==> src/rtl/alu_ctrl_pkg.sv <==
// Shared encodings for the registered ALU control sequencer: control codes,
// main-control op classes, multi-cycle function values and FSM states.
package alu_ctrl_pkg;

  localparam int unsigned ALU_ADD = 0;
  localparam int unsigned ALU_SUB = 1;
  localparam int unsigned ALU_ALT = 4;
  localparam int unsigned ALU_MUL = 8;
  localparam int unsigned ALU_DIV = 9;

  localparam logic [1:0] OP_FUNCT = 2'b00;
  localparam logic [1:0] OP_SUB   = 2'b01;
  localparam logic [1:0] OP_ALT   = 2'b10;
  localparam logic [1:0] OP_ADD   = 2'b11;

  localparam int unsigned FUNCT_MUL = 8;
  localparam int unsigned FUNCT_DIV = 9;

  typedef enum logic {
    IDLE = 1'b0,
    BUSY = 1'b1
  } state_t;

  function automatic int max_lat(input int a, input int b);
    return (a > b) ? a : b;
  endfunction

endpackage

==> src/rtl/alu_ctrl_decode.sv <==
// Combinational decode of alu_op/funct into a control code, a multi-cycle
// flag, a MUL/DIV latency select and an illegal-funct flag.
module alu_ctrl_decode
  import alu_ctrl_pkg::*;
#(
  parameter int FUNCT_W = 4,
  parameter int CTRL_W  = 4
) (
  input  logic [1:0]         i_alu_op,
  input  logic [FUNCT_W-1:0] i_funct,
  output logic [CTRL_W-1:0]  o_code,
  output logic               o_multi,
  output logic               o_is_div,
  output logic               o_illegal
);

  always_comb begin
    o_code    = '0;
    o_multi   = 1'b0;
    o_is_div  = 1'b0;
    o_illegal = 1'b0;
    case (i_alu_op)
      OP_ADD: o_code = CTRL_W'(ALU_ADD);
      OP_ALT: o_code = CTRL_W'(ALU_ALT);
      OP_SUB: o_code = CTRL_W'(ALU_SUB);
      default: begin
        // Only the funct-driven class looks at funct at all.
        if (i_funct < FUNCT_W'(8)) begin
          o_code = CTRL_W'(i_funct[2:0]);
        end else if (i_funct == FUNCT_W'(FUNCT_MUL)) begin
          o_code  = CTRL_W'(ALU_MUL);
          o_multi = 1'b1;
        end else if (i_funct == FUNCT_W'(FUNCT_DIV)) begin
          o_code   = CTRL_W'(ALU_DIV);
          o_multi  = 1'b1;
          o_is_div = 1'b1;
        end else begin
          o_illegal = 1'b1;
        end
      end
    endcase
  end

endmodule

==> src/rtl/alu_ctrl_seq.sv <==
// Registered ALU control sequencer: one-cycle decode for simple ops, a
// latency-counted BUSY state for MUL/DIV with done pulse and flush.
module alu_ctrl_seq
  import alu_ctrl_pkg::*;
#(
  parameter int FUNCT_W = 4,
  parameter int CTRL_W  = 4,
  parameter int MUL_LAT = 4,
  parameter int DIV_LAT = 16
) (
  input  logic               clk,
  input  logic               reset,
  input  logic               valid_in,
  input  logic [1:0]         alu_op,
  input  logic [FUNCT_W-1:0] funct,
  input  logic               flush,
  output logic               ready,
  output logic [CTRL_W-1:0]  alu_ctrl,
  output logic               ctrl_valid,
  output logic               busy,
  output logic               done,
  output logic               illegal
);

  localparam int CNT_W = $clog2(max_lat(MUL_LAT, DIV_LAT));
  localparam logic [CNT_W-1:0] MUL_LOAD = CNT_W'(MUL_LAT - 1);
  localparam logic [CNT_W-1:0] DIV_LOAD = CNT_W'(DIV_LAT - 1);

  logic [CTRL_W-1:0] w_code;
  logic              w_multi;
  logic              w_is_div;
  logic              w_illegal;
  logic              w_accept;

  state_t            r_state;
  state_t            w_state_nxt;
  logic [CNT_W-1:0]  r_cnt_p1;
  logic [CNT_W-1:0]  w_cnt_nxt;
  logic [CTRL_W-1:0] r_ctrl_p1;
  logic [CTRL_W-1:0] w_ctrl_nxt;
  logic              r_vld_p1;
  logic              w_vld_nxt;
  logic              r_ill_p1;
  logic              w_ill_nxt;

  alu_ctrl_decode #(
    .FUNCT_W (FUNCT_W),
    .CTRL_W  (CTRL_W)
  ) u_decode (
    .i_alu_op  (alu_op),
    .i_funct   (funct),
    .o_code    (w_code),
    .o_multi   (w_multi),
    .o_is_div  (w_is_div),
    .o_illegal (w_illegal)
  );

  // Stage p0: accept, next-state and counter decisions
  assign ready    = (r_state == IDLE);
  assign w_accept = valid_in & ready & ~flush;

  always_comb begin
    w_state_nxt = r_state;
    w_cnt_nxt   = r_cnt_p1;
    w_ctrl_nxt  = r_ctrl_p1;
    w_vld_nxt   = 1'b0;
    w_ill_nxt   = 1'b0;
    case (r_state)
      IDLE: begin
        if (w_accept) begin
          w_ctrl_nxt = w_code;
          w_vld_nxt  = 1'b1;
          if (w_multi) begin
            w_state_nxt = BUSY;
            w_cnt_nxt   = w_is_div ? DIV_LOAD : MUL_LOAD;
          end else begin
            w_ill_nxt = w_illegal;
          end
        end
      end
      BUSY: begin
        if (flush || (r_cnt_p1 == '0)) begin
          w_state_nxt = IDLE;
          w_cnt_nxt   = '0;
        end else begin
          w_cnt_nxt = r_cnt_p1 - 1'b1;
          w_vld_nxt = 1'b1;
        end
      end
      default: w_state_nxt = IDLE;
    endcase
  end

  // Stage p1: registered state, counter and control outputs
  always_ff @(posedge clk or posedge reset) begin
    if (reset) begin
      r_state   <= IDLE;
      r_cnt_p1  <= '0;
      r_ctrl_p1 <= '0;
      r_vld_p1  <= 1'b0;
      r_ill_p1  <= 1'b0;
    end else begin
      r_state   <= w_state_nxt;
      r_cnt_p1  <= w_cnt_nxt;
      r_ctrl_p1 <= w_ctrl_nxt;
      r_vld_p1  <= w_vld_nxt;
      r_ill_p1  <= w_ill_nxt;
    end
  end

  assign alu_ctrl   = r_ctrl_p1;
  assign ctrl_valid = r_vld_p1;
  assign illegal    = r_ill_p1;
  assign busy       = (r_state == BUSY);
  // A flush landing on the last busy cycle suppresses the done pulse.
  assign done       = busy & (r_cnt_p1 == '0) & ~flush;

endmodule
==> config.mk <==
export PLATFORM = sky130hd
export DESIGN_NAME = alu_ctrl_seq
export DESIGN_NICKNAME = d
export VERILOG_FILES = /design/src/rtl/alu_ctrl_pkg.sv /design/src/rtl/alu_ctrl_decode.sv /design/src/rtl/alu_ctrl_seq.sv
export SDC_FILE = /design/constraint.sdc
export NUM_CORES = 1
export LEC_CHECK = 0
export CAP_MARGIN = 10
export CORE_AREA = 2 2 39 41
export CTS_BUF_LIST = sky130_fd_sc_hd__clkbuf_4
export DETAILED_ROUTE_END_ITERATION = 6
export DIE_AREA = 0 0 41 43
export GPL_ROUTABILITY_DRIVEN = 0
export GPL_TIMING_DRIVEN = 0
export HOLD_SLACK_MARGIN = 0.08
export PLACE_DENSITY = 0.82
export SYNTH_ARGS = -nofsm -noshare
export SYNTH_HDL_FRONTEND = slang
export SYNTH_SLANG_ARGS = --single-unit
==> constraint.sdc <==
create_clock -name clk -period 4.1 [get_ports clk]
set_input_delay 1.025 -clock clk [delete_from_list [all_inputs] [get_ports clk]]
set_output_delay 1.025 -clock clk [all_outputs]
set_load 0.005 [all_outputs]
### Yosys cells after proc, flatten, opt, wreduce, memory -nomap -nowiden

Cells that the tools add are included.

* $add $sub $neg: 1
* $lt $le $gt $ge: 1
* eq/ne operators: 7
* multiplexer cells: 29
* bitwise gates (word level): 6
* reductions and logical operators: 5

Operators with widths (number)
* 2-to-1 mux 4 bit: 7
* 2-to-1 mux 1 bit: 18
* one-hot mux 4 bit (3 select lines): 1
* == test 4 bit (second input constant): 2
* one-hot mux 4 bit (2 select lines): 1
* AND 1 bit: 4
* == test 2 bit (second input constant): 2
* zero test 4 bit: 1
* < comparator 4 bit (second input constant): 1
* inequality test 2 x 1 -> 1 bit (second input constant): 2
* one-hot mux 1 bit (2 select lines): 2
* AND reduction 2 bit: 2
* subtractor 4 x 1 -> 4 bit (second input constant): 1
* OR reduction 3 bit: 1
* == test 2 x 1 -> 1 bit (second input constant): 1
* inverter 1 bit: 2
* logical OR 1 bit: 1

* flip-flop bits (word level): 11
* bits of input ports: 10

### Depth between registers and ports, before layout

* depth in word-level cells: 9
* gate-level depth with buffers: 6
* depth with buffers taken out: 6

### Cells and area by module

From an unflattened synthesis, not the netlist that was laid out.

* cell total of the unflattened synthesis: 59
* area, all modules: 618.1 um2

By module, submodules not included
* alu_ctrl_seq: times used 1, cells an instance 46, area each 528.0 um2
* alu_ctrl_decode: times used 1, cells an instance 13, area each 90.1 um2

### Worst setup path before layout

Ideal clock, no wire load.

* path type: in2out
* start point: input flush
* end point: output done
* arrival: 1.217 ns
* slack: 1.858 ns
* stages: 1
* cells stage by stage: nor3_1

* word-level cells in the longest chain between the ends: 2

RTL lines
* from (decl): line alu_ctrl_seq.sv:16 `input logic flush,`
* inverter 1 bit: line alu_ctrl_seq.sv:116 `assign done = busy & (r_cnt_p1 == '0) & ~flush;`
* AND 1 bit: line alu_ctrl_seq.sv:116
* to (decl): line alu_ctrl_seq.sv:21 `output logic done,`

Every way passes these cells.

### Worst setup path after layout

Ends and elaborated chain as after synthesis.

==> results.md <==
Critical path
• primary input to output pin — Setup CP Type
• 4 — crit-path max FO
• flush — crit path launch
• 2.22 ns — Arrival @ worst endpoint
• primary input — Setup crit start kind
• r_cnt_p1[0] — reg2reg start
• 3.07 ns — data required time at the worst endpoint
• output pin — Worst Setup End Kind

Timing
• 0.00277 ns — skew final
• 0 — total setup violations reported at the end of the flow
• no — setup repair after global routing missed its margin
• 0 ns — setup tns final
• 72.8% — worst relative slew slack
• 0.492 ns — minimum hold slack
• 3.24 ns — final critical path time including I/O delays and setup
• 79.1% — final cycle utilization of the critical path
• 308 MHz — highest clock frequency the design can meet
• 0 — number of max-slew violations in the final report
• 0.856 ns — Final Worst Setup Slack
• 0.407 ns — Least-Margin Pin Slew
• 0 — count of final hold-check violations

Synth
• 26.0% — fraction of the mapped netlist area in simple logic gates
• sky130_fd_sc_hd__dfrtp_1 50%, sky130_fd_sc_hd__o21ai_0 8.1%, sky130_fd_sc_hd__nand2_1 4.1% — leading post-synthesis cells by cell area
• 65 — Synthesized Nets
• sky130_fd_sc_hd__dfrtp_1 — dominant cell type by area after synthesis
• 554 µm² — summed instance area of the synthesized netlist
• 18.7% — Synth Area in Compound Gates
• 2.26% — Post-Synth Adder-Cell Area
• 0% — xor and xnor area share after synthesis
• simple AND/OR/NAND/NOR gates — dominant combinational cell family by area after synthesis
• 49.7% — portion of the post-synthesis area used by sequential elements
• 49.7% — area share of the largest cell type after synthesis
• 10.3 µm² — Syn Area/Cell
• 54 — synthesized netlist cell count
• 11 — synthesized flop and latch total
• 23 — count of unique library cells instantiated by Yosys
• 0 — number of warnings reported in the yosys synthesis log
• 0% — portion of netlist area occupied by mux cells

Placed design
• 895 µm — DPL Wire Length
• 754 µm² — standard cell area after detailed placement
• 18 — number of port buffers
• 0.858 ns — Post-Place Worst Slack
• 88 — Cells after DPL

Power
• 0.166 mV — Max rail drop VDD
• 0.358 nW — leakage
• 0.289 mW — overall power of the completed layout
• 369 nW/µm² — total power per unit cell area

Finish
• 41.1% — area growth from synthesis to layout
• 18 x sky130_fd_sc_hd__clkdlybuf4s50_1, 11 x sky130_fd_sc_hd__dfrtp_1, 9 x sky130_fd_sc_hd__o21ai_0, 6 x sky130_fd_sc_hd__nand2_1, 5 x sky130_fd_sc_hd__inv_1 — leading cell types in the layout, fill and taps excluded
• 13.2% — layout cell share with drive strength beyond 1
• 88 — # nets final
• 0 — n_diodes
• 139 — number of fillers in the final layout
• sky130_fd_sc_hd__clkdlybuf4s50_1 — most frequent standard cell in the layout excluding fill and tap cells
• 92 — Cell Count, Final, Fillers Out
• 56.5% — post-layout utilization of the core
• 782 µm² — Post-Layout Inst Area

Routing
• 1.15 mm — total wire length after detailed routing
• 5.17 — average vias per placed instance
• 12.5 µm — detail-routed net length per standard cell
• 0 — DRC viols
• 0 — Final ANT Viol Nets
• 5 — number of violations reported at the end of detailed-routing iteration 0
• 4 — Pre-Repair DR Iteration Count
• 476 — total number of vias

Global routing
• 471 — number of global-route vias before repair
• 12 — maximum number of pins on one net before global-route repair
• 0 — total congestion overflow
• 1.92 mm — wire length of the first global-routing pass
• 0 — antenna violations before repair
• 17.7% — gr usage total

Die
• 1380 µm² — area of the placeable core
• 41 µm — die extent in x
• 43 µm — height of the die
• 1760 µm² — area enclosed by the die boundary
• 40.1% — initial standard-cell utilization of the core
• 14 — number of rows in the core area
• 19 — total I/O pin count

Status
• finished clean — outcome

CTS
• 0 — total of cells resized after clock tree synthesis
• 3 — total CTS buffers
• 0.28 ns — Clk Latency, worst-skew pair
• 0 — CTS Hold Bufs
• 1 — depth of the CTS H-tree
• 11 — # clock sinks
• 2 — CTS max path bufs
• 0.07 ns — clock-pin slew on the worst setup and hold paths
• sky130_fd_sc_hd__clkbuf_4 — clock tree root driver cell
• 0 — Post-CTS Repair Setup Buffers
• done — TritonCTS clock tree

Job
• 0 — max_cap viols

Hold path
• alu_ctrl[2] — hold path startpoint
• flip-flop to flip-flop — class of the worst hold path

-- critical path, stage by stage --
cell and delay (ns):
sky130_fd_sc_hd__clkdlybuf4s50_1 0.48, sky130_fd_sc_hd__nor3_1 0.20, sky130_fd_sc_hd__clkdlybuf4s50_1 0.52
-- metal layers --
layer	vias to the layer above	part of all wire (%)	routed length, µm	global-route usage (%)
met3	5	5.9	68	7.85
met5	-	0	0	0
li1	239	-	-	-
met4	0	4.7	54	16.0
met1	215	43	491	18.9
met2	17	47	535	24.7
-- power breakdown --
group / leakage [nW] / switching [mW] / total, mW / internal [mW]
logic: 0.196 / 0.0341 / 0.0755 / 0.0414
clock network: 0.0177 / 0.0408 / 0.0771 / 0.0363
registers: 0.144 / 0.0116 / 0.136 / 0.125
-- cell usage after synthesis --
master / count
sky130_fd_sc_hd__a21o_1: 2
sky130_fd_sc_hd__inv_1: 5
sky130_fd_sc_hd__nor3b_2: 1
sky130_fd_sc_hd__or3b_4: 1
sky130_fd_sc_hd__o221ai_2: 1
sky130_fd_sc_hd__or4b_1: 1
sky130_fd_sc_hd__nand2_1: 6
sky130_fd_sc_hd__ha_1: 1
sky130_fd_sc_hd__o22ai_1: 1
sky130_fd_sc_hd__a21oi_1: 1
sky130_fd_sc_hd__nand2b_1: 2
sky130_fd_sc_hd__o31ai_1: 1
sky130_fd_sc_hd__nor4_1: 1
sky130_fd_sc_hd__and3_4: 1
sky130_fd_sc_hd__nor2b_1: 1
sky130_fd_sc_hd__nand4_1: 1
sky130_fd_sc_hd__o22a_2: 1
sky130_fd_sc_hd__dfrtp_1: 11
sky130_fd_sc_hd__nor3_1: 2
sky130_fd_sc_hd__o21ai_0: 9
sky130_fd_sc_hd__nor2_1: 2
sky130_fd_sc_hd__nor3b_1: 1
sky130_fd_sc_hd__nand3b_4: 1
-- cell type report --
type | instances | area [µm²] | area share, %
Sequential cell | 11 | 275 | 35.2
Clock inverter | 1 | 5.00 | 0.640
Timing Repair Buffer | 18 | 180 | 23.0
Clock buffer | 3 | 22.5 | 2.88
Tap cell | 16 | 20.0 | 2.56
Multi-Input combinational cell | 38 | 260 | 33.3
Inverter | 5 | 18.8 | 2.40
-- path summary, 6_finish.rpt --
check | slack, ns | endpoint | cells after the start
min reg2reg | 0.49 | alu_ctrl[2] | 2
min | 0.49 | alu_ctrl[2] | 2
max in group asynchronous | 2.78 | r_cnt_p1[1] | 2
max | 0.86 | done | 3
max reg2reg | 2.52 | r_cnt_p1[3] | 6
min in group asynchronous | 1.03 | alu_ctrl[1] | 2
-- kinds of logic (layout without fill, tap and decap cells) --
logic type | Yosys count | count (layout)
AO/OA/AOI/OAI | 16 | 16
adder cells (fa/ha/maj) | 1 | 1
buffers and inverters | 5 | 27
flip-flops | 11 | 11
AND/OR/NAND/NOR | 21 | 21
-- state kept, by name, summed over array words and instances (netlist names) --
signal,count
alu_ctrl,4
r_cnt_p1,4
busy,1
ctrl_valid,1
illegal,1
(Power assumes the default switching activity.)
